===== src/rtl/ifft8_pkg.sv =====
// Shared constants for the 8-point sequential IFFT.
// Holds widths, FSM encoding, conjugate twiddles and butterfly schedule.
package ifft8_pkg;

  localparam int DW_DEF   = 16;
  localparam int FRAC_DEF = 8;

  typedef enum logic [1:0] {
    ST_IDLE   = 2'b00,
    ST_LOADED = 2'b01,
    ST_RUN    = 2'b10,
    ST_DONE   = 2'b11
  } state_t;

  localparam logic [3:0] LAST_CNT = 4'd12;

  localparam int TW_RE [4] = '{256, 181, 0, -181};
  localparam int TW_IM [4] = '{0, 181, 256, 181};

  localparam int BITREV [8] = '{0, 4, 2, 6, 1, 5, 3, 7};

  typedef struct packed {
    logic [2:0] top;
    logic [2:0] bot;
    logic [1:0] tw;
  } bf_t;

  // Counter bits [3:2] select the stage, [1:0] the butterfly in it.
  function automatic bf_t bf_sched(input logic [3:0] c);
    bf_t r;
    logic [1:0] b;
    b = c[1:0];
    r = '0;
    unique case (c[3:2])
      2'd0: begin
        r.top = {b, 1'b0};
        r.bot = {b, 1'b1};
        r.tw  = 2'd0;
      end
      2'd1: begin
        r.top = {b[1], 1'b0, b[0]};
        r.bot = {b[1], 1'b1, b[0]};
        r.tw  = {b[0], 1'b0};
      end
      default: begin
        r.top = {1'b0, b};
        r.bot = {1'b1, b};
        r.tw  = b;
      end
    endcase
    return r;
  endfunction

endpackage


===== src/rtl/ifft_bfly.sv =====
// Combinational radix-2 complex butterfly: a + b*w and a - b*w.
// Optional halving of each output under IFFT8_SCALE_EN.
module ifft_bfly
  import ifft8_pkg::*;
#(
  parameter int DW   = DW_DEF,
  parameter int FRAC = FRAC_DEF
) (
  input  logic signed [DW-1:0] i_a_re,
  input  logic signed [DW-1:0] i_a_im,
  input  logic signed [DW-1:0] i_b_re,
  input  logic signed [DW-1:0] i_b_im,
  input  logic signed [DW-1:0] i_w_re,
  input  logic signed [DW-1:0] i_w_im,
  output logic signed [DW-1:0] o_p_re,
  output logic signed [DW-1:0] o_p_im,
  output logic signed [DW-1:0] o_m_re,
  output logic signed [DW-1:0] o_m_im
);

  logic signed [2*DW-1:0] w_rr, w_ii, w_ri, w_ir;
  logic signed [DW-1:0]   w_t_re, w_t_im;
  logic signed [DW:0]     w_p_re, w_p_im;
  logic signed [DW:0]     w_m_re, w_m_im;

  assign w_rr = i_b_re * i_w_re;
  assign w_ii = i_b_im * i_w_im;
  assign w_ri = i_b_re * i_w_im;
  assign w_ir = i_b_im * i_w_re;

  // Each product is floored back to DW bits before combining.
  assign w_t_re = DW'(w_rr >>> FRAC) - DW'(w_ii >>> FRAC);
  assign w_t_im = DW'(w_ri >>> FRAC) + DW'(w_ir >>> FRAC);

  assign w_p_re = {i_a_re[DW-1], i_a_re} + {w_t_re[DW-1], w_t_re};
  assign w_p_im = {i_a_im[DW-1], i_a_im} + {w_t_im[DW-1], w_t_im};
  assign w_m_re = {i_a_re[DW-1], i_a_re} - {w_t_re[DW-1], w_t_re};
  assign w_m_im = {i_a_im[DW-1], i_a_im} - {w_t_im[DW-1], w_t_im};

`ifdef IFFT8_SCALE_EN
  assign o_p_re = DW'(w_p_re >>> 1);
  assign o_p_im = DW'(w_p_im >>> 1);
  assign o_m_re = DW'(w_m_re >>> 1);
  assign o_m_im = DW'(w_m_im >>> 1);
`else
  assign o_p_re = DW'(w_p_re);
  assign o_p_im = DW'(w_p_im);
  assign o_m_re = DW'(w_m_re);
  assign o_m_im = DW'(w_m_im);
`endif

endmodule


===== src/rtl/ifft8_seq.sv =====
// 8-point sequential IFFT with one time-shared butterfly.
// Define IFFT8_SCALE_EN for a 1/8-scaled (true inverse DFT) result.
module ifft8_seq
  import ifft8_pkg::*;
#(
  parameter int DW   = DW_DEF,
  parameter int FRAC = FRAC_DEF
) (
  input  logic            clk,
  input  logic            rst,
  input  logic            write,
  input  logic            start,
  input  logic [8*DW-1:0] xr,
  input  logic [8*DW-1:0] xi,
  output logic [8*DW-1:0] yr,
  output logic [8*DW-1:0] yi,
  output logic            ready,
  output logic            busy,
  output logic [1:0]      state
);

  state_t               r_state;
  logic [3:0]           r_cnt;
  logic                 r_ready;
  logic [8*DW-1:0]      r_yr, r_yi;
  logic signed [DW-1:0] r_re [8];
  logic signed [DW-1:0] r_im [8];

  bf_t                  w_sch;
  logic                 w_load, w_bf;
  logic signed [DW-1:0] w_wr, w_wi;
  logic signed [DW-1:0] w_pr, w_pi, w_mr, w_mi;

  assign w_sch  = bf_sched(r_cnt);
  assign w_load = write && (r_state != ST_RUN);
  assign w_bf   = (r_state == ST_RUN) && (r_cnt != LAST_CNT);
  assign w_wr   = DW'(TW_RE[w_sch.tw]);
  assign w_wi   = DW'(TW_IM[w_sch.tw]);

  ifft_bfly #(.DW(DW), .FRAC(FRAC)) u_bfly (
    .i_a_re (r_re[w_sch.top]),
    .i_a_im (r_im[w_sch.top]),
    .i_b_re (r_re[w_sch.bot]),
    .i_b_im (r_im[w_sch.bot]),
    .i_w_re (w_wr),
    .i_w_im (w_wi),
    .o_p_re (w_pr),
    .o_p_im (w_pi),
    .o_m_re (w_mr),
    .o_m_im (w_mi)
  );

  // Working registers: bit-reversed load, then in-place butterflies.
  always_ff @(posedge clk or negedge rst) begin
    if (!rst) begin
      for (int i = 0; i < 8; i++) begin
        r_re[i] <= '0;
        r_im[i] <= '0;
      end
    end else if (w_load) begin
      for (int i = 0; i < 8; i++) begin
        r_re[i] <= xr[BITREV[i]*DW +: DW];
        r_im[i] <= xi[BITREV[i]*DW +: DW];
      end
    end else if (w_bf) begin
      r_re[w_sch.top] <= w_pr;
      r_im[w_sch.top] <= w_pi;
      r_re[w_sch.bot] <= w_mr;
      r_im[w_sch.bot] <= w_mi;
    end
  end

  // Control FSM, butterfly counter and registered results.
  always_ff @(posedge clk or negedge rst) begin
    if (!rst) begin
      r_state <= ST_IDLE;
      r_cnt   <= '0;
      r_ready <= 1'b0;
      r_yr    <= '0;
      r_yi    <= '0;
    end else begin
      unique case (r_state)
        ST_IDLE: begin
          if (write) r_state <= ST_LOADED;
        end
        ST_LOADED: begin
          if (!write && start) begin
            r_state <= ST_RUN;
            r_cnt   <= '0;
          end
        end
        ST_RUN: begin
          if (r_cnt == LAST_CNT) begin
            for (int i = 0; i < 8; i++) begin
              r_yr[i*DW +: DW] <= r_re[i];
              r_yi[i*DW +: DW] <= r_im[i];
            end
            r_ready <= 1'b1;
            r_state <= ST_DONE;
            r_cnt   <= '0;
          end else begin
            r_cnt <= r_cnt + 4'd1;
          end
        end
        ST_DONE: begin
          if (write) begin
            r_state <= ST_LOADED;
            r_ready <= 1'b0;
          end
        end
      endcase
    end
  end

  assign yr    = r_yr;
  assign yi    = r_yi;
  assign ready = r_ready;
  assign busy  = (r_state == ST_RUN);
  assign state = r_state;

endmodule


===== config.mk =====
export PLATFORM = sky130hd
export DESIGN_NAME = ifft8_seq
export DESIGN_NICKNAME = d
export VERILOG_FILES = /design/src/rtl/ifft8_pkg.sv /design/src/rtl/ifft_bfly.sv /design/src/rtl/ifft8_seq.sv
export SDC_FILE = /design/constraint.sdc
export NUM_CORES = 2
export LEC_CHECK = 0
export BUFFER_PORTS_ARGS = -buffer_cell sky130_fd_sc_hd__buf_2
export CAP_MARGIN = 30
export CORE_MARGIN = 3
export CORE_UTILIZATION = 40
export CTS_CLUSTER_SIZE = 24
export DETAILED_ROUTE_END_ITERATION = 6
export PLACE_DENSITY_LB_ADDON = 0.1
export SYNTH_ARGS = -nofsm -noshare
export SYNTH_HDL_FRONTEND = slang
export SYNTH_SLANG_ARGS = --single-unit

===== constraint.sdc =====
create_clock -name clk -period 15.7 [get_ports clk]
set_input_delay 3.14 -clock clk [delete_from_list [all_inputs] [get_ports clk]]
set_output_delay 3.14 -clock clk [all_outputs]
set_load 0.01 [all_outputs]

==> impl_metrics.csv <==
group,metric,value,unit
hold_path,hold_class,"flip-flop to flip-flop",
finish,nNetsFinal,7321,
worst_setup_path,cp_max_fo,51,
synthesis,async_reset_ff_share,100.0,%
synthesis,ys_seq_area_share,26.25,%
run_status,outcome,"complete, no violations",
route,ant_nets,0,
route,met1Wirelength,90630,um
sta,relSlewSlack,20.76,%
synthesis,synth-main-ff-cell,"dfrtp_1",
worst_setup_path,slowest_stage,"dfrtp_2",
route,drtPass1Iterations,6,
synthesis,syn_area_per_cell,8.624,um2
cts,htreeDepth,2,
synthesis,synth_area,0.04947,mm2
floorplan,die-area,0.1279,mm2
placement,place_hpwl,169000,um
worst_setup_path,critPathMaxStageDelay,1.01,ns
cts,cts_tree,"built",
route,dr_wl_met2,96130,um
sta,grt_setup_unrepaired,"false",
worst_setup_path,cp_top_family,"compound AO/OA/AOI/OAI gates",
worst_setup_path,path_class,"flip-flop to flip-flop",
cts,worstSkewPairLatency,0.70,ns
route,drc,0,
cts,cts_buffer_depth,3,
route,num_vias,44610,
sta,finalSetupViolations,0,
placement,gp_congestion,0.9697,
sta,fin_setup_tns,0,ns
synthesis,synth.net_count,6922,
sta,hold_violations,0,
synthesis,syn_inst,5737,
cts,hold_buffers,0,
grt,antenna_found_initial,12,
worst_setup_path,cp-end-kind,"flip-flop",
cts,numCtsBuffers,61,
sta,worstMarginPinSlew,1.180,ns
finish,drive_gt1_share,13.04,%
grt,grt_max_degree,176,
worst_setup_path,arrival,14.36,ns
grt,grt_pass1_vias,44630,
sta,slew_violations,0,
worst_setup_path,r2r_slack,1.91,ns
floorplan,die_w,357.7,um
floorplan,initial_utilization,40.43,%
worst_setup_path,start_kind,"flip-flop",
synthesis,synth.ff_latch_count,519,
synthesis,synth_edf_count,0,
flow_run,drv_cap,0,
cts,clock-sinks,519,
grt,grt-ovfl-total,0,
worst_setup_path,crit_required,16.28,ns
sta,fmax,72.54,MHz
grt,grt_use_total,33.29,%
placement,port_buffers,519,
route,drtIter0Drc,4665,
finish,n_fill_cell,12330,
cts,clkTransAtPathRegs,0.06,ns
route,wl_per_cell,27.53,um
worst_setup_path,cp_num_buf_inv,6,
route,wirelength,215200,um
grt,grt_pass1_wl,312500,um
sta,fin_crit,13.79,ns
worst_setup_path,critPathMostFrequentCell,"ha_1",
sta,worst_clock_skew,0.04717,ns
floorplan,core,0.1224,mm2
route,avgViaCountPerCell,5.707,
synthesis,synth_cell_types,92,
floorplan,pin_count,520,
finish,syn2layout_area_growth,13.42,%
sta,finalCritPeriodShare,87.81,%
cts,postCtsSetupBuffers,0,
cts,post_cts_resized,0,
synthesis,ys_warn_count,0,
route,wl_met3,17200,um
floorplan,die_h,357.7,um
cts,root_buffer,"clkbuf_16",
route,top_layer_used,"met5",
floorplan,rows,128,
==> synth_stat cells (7+ instances only) <==
cell,n,area share (%)
o21a_1,17,0.26
dfrtp_1,519,26
o211a_1,10,0.20
o21ai_1,15,0.15
nand2_1,1108,8.4
buf_6,8,0.18
o221ai_1,53,0.94
o21bai_1,39,0.59
a21o_1,34,0.52
and3_1,12,0.15
buf_1,9,0.068
inv_1,761,5.8
ha_1,489,12
or3_1,18,0.23
a22oi_1,71,1.1
nor3_1,45,0.46
nand3_1,37,0.37
nand2b_1,26,0.33
o21ai_0,263,2.7
a21oi_1,132,1.3
a2111oi_0,8,0.14
a221oi_1,122,2.2
a22o_1,22,0.39
o211ai_1,18,0.27
fa_1,436,18
nor2b_1,22,0.28
a21boi_0,7,0.11
o2bb2ai_1,7,0.12
nor4_1,8,0.10
and2_1,60,0.76
nor2_1,465,3.5
buf_2,12,0.12
xor2_1,48,0.85
o22ai_1,190,2.4
a31oi_1,50,0.63
or2_2,16,0.20
a221o_1,20,0.40
xnor2_1,164,2.9
mux2i_1,11,0.22
clkbuf_1,265,2.0
==> cell type report <==
class,instances,area [um2],area share [%]
clock inverter,25,360.3,0.6422
clock buffer,85,1727,3.077
tap,1625,2033,3.623
sequential,519,12990,23.15
timing repair buffer,636,3573,6.368
multi-input combinational,4155,32540,57.99
antenna,9,22.52,0.04014
inverter,763,2864,5.104
==> flip-flops by register name, indices dropped and copies added, names as in the netlist <==
name	cells
r_cnt	4
ready	1
yi	128
yr	128
r_im	128
state	2
r_re	128
==> worst paths after layout <==
check / to / start / cells past startpoint
hold reg to reg: yr[109] / yr[109] / 2
max in group asynchronous: yi[26] / rst / 3
min in group asynchronous: yr[35] / rst / 1
hold / removal: yr[109] / yr[109] / 2
setup reg to reg: r_re[110] / r_cnt[3] / 45
setup / recovery: r_re[110] / r_cnt[3] / 45
==> worst min-delay path, stage by stage, from the launching register on <==
cell	delay, ns
dfrtp_1	0.33
nand2_1	0.05
nand2_1	0.05
==> logic make-up after synthesis <==
| group | synth area share (%) |
|---|---|
| AOI/OAI and AO/OA | 15.60 |
| xor gates and xnor gates | 4.117 |
| adders and majority gates | 30.09 |
| buffers and inverters | 8.262 |
| DFF | 26.25 |
| muxes | 0.2453 |
| and+or+nand+nor | 15.44 |
==> placed cells by master (no fill, tap or decap), drive strengths merged, types with 50 or more instances in the layout <==
master,count
a221oi,126
and2,60
inv,766
buf,636
o221ai,54
o22ai,190
a31oi,50
nand2,1109
clkbuf,85
fa,436
dfrtp,519
xnor2,166
ha,489
o21ai,280
a21oi,133
a22oi,71
nor2,465
==> per-layer routing <==
metal  global-route usage (%)  vias to the layer above
met1                    45.14                    22140
li1                         -                    19850
met3                    5.966                      487
met5                        0                        -
met4                    14.10                        8
met2                    52.45                     2124
==> stage by stage <==
stage / worst slack, ns / cell area [um2] / hold slack [ns] / instances / util (%)
after floorplan: 4.206 / 49480 / 0.4528 / 5737 / -
after CTS: 2.202 / 56050 / 0.4721 / 7806 / 45.81
after global routing: 1.040 / 56100 / 0.4861 / 7810 / 45.85
final: 1.914 / 56110 / 0.4671 / 7817 / 45.86
after detailed placement: 2.169 / 53960 / 0.4573 / 7696 / 44.10
after global placement: 1.886 / 53790 / 0.4541 / 7678 / 43.96
Power is left out: the tool's default activity adds up to more than one toggle a clock period on the data nets, which glitch-free logic cannot reach.
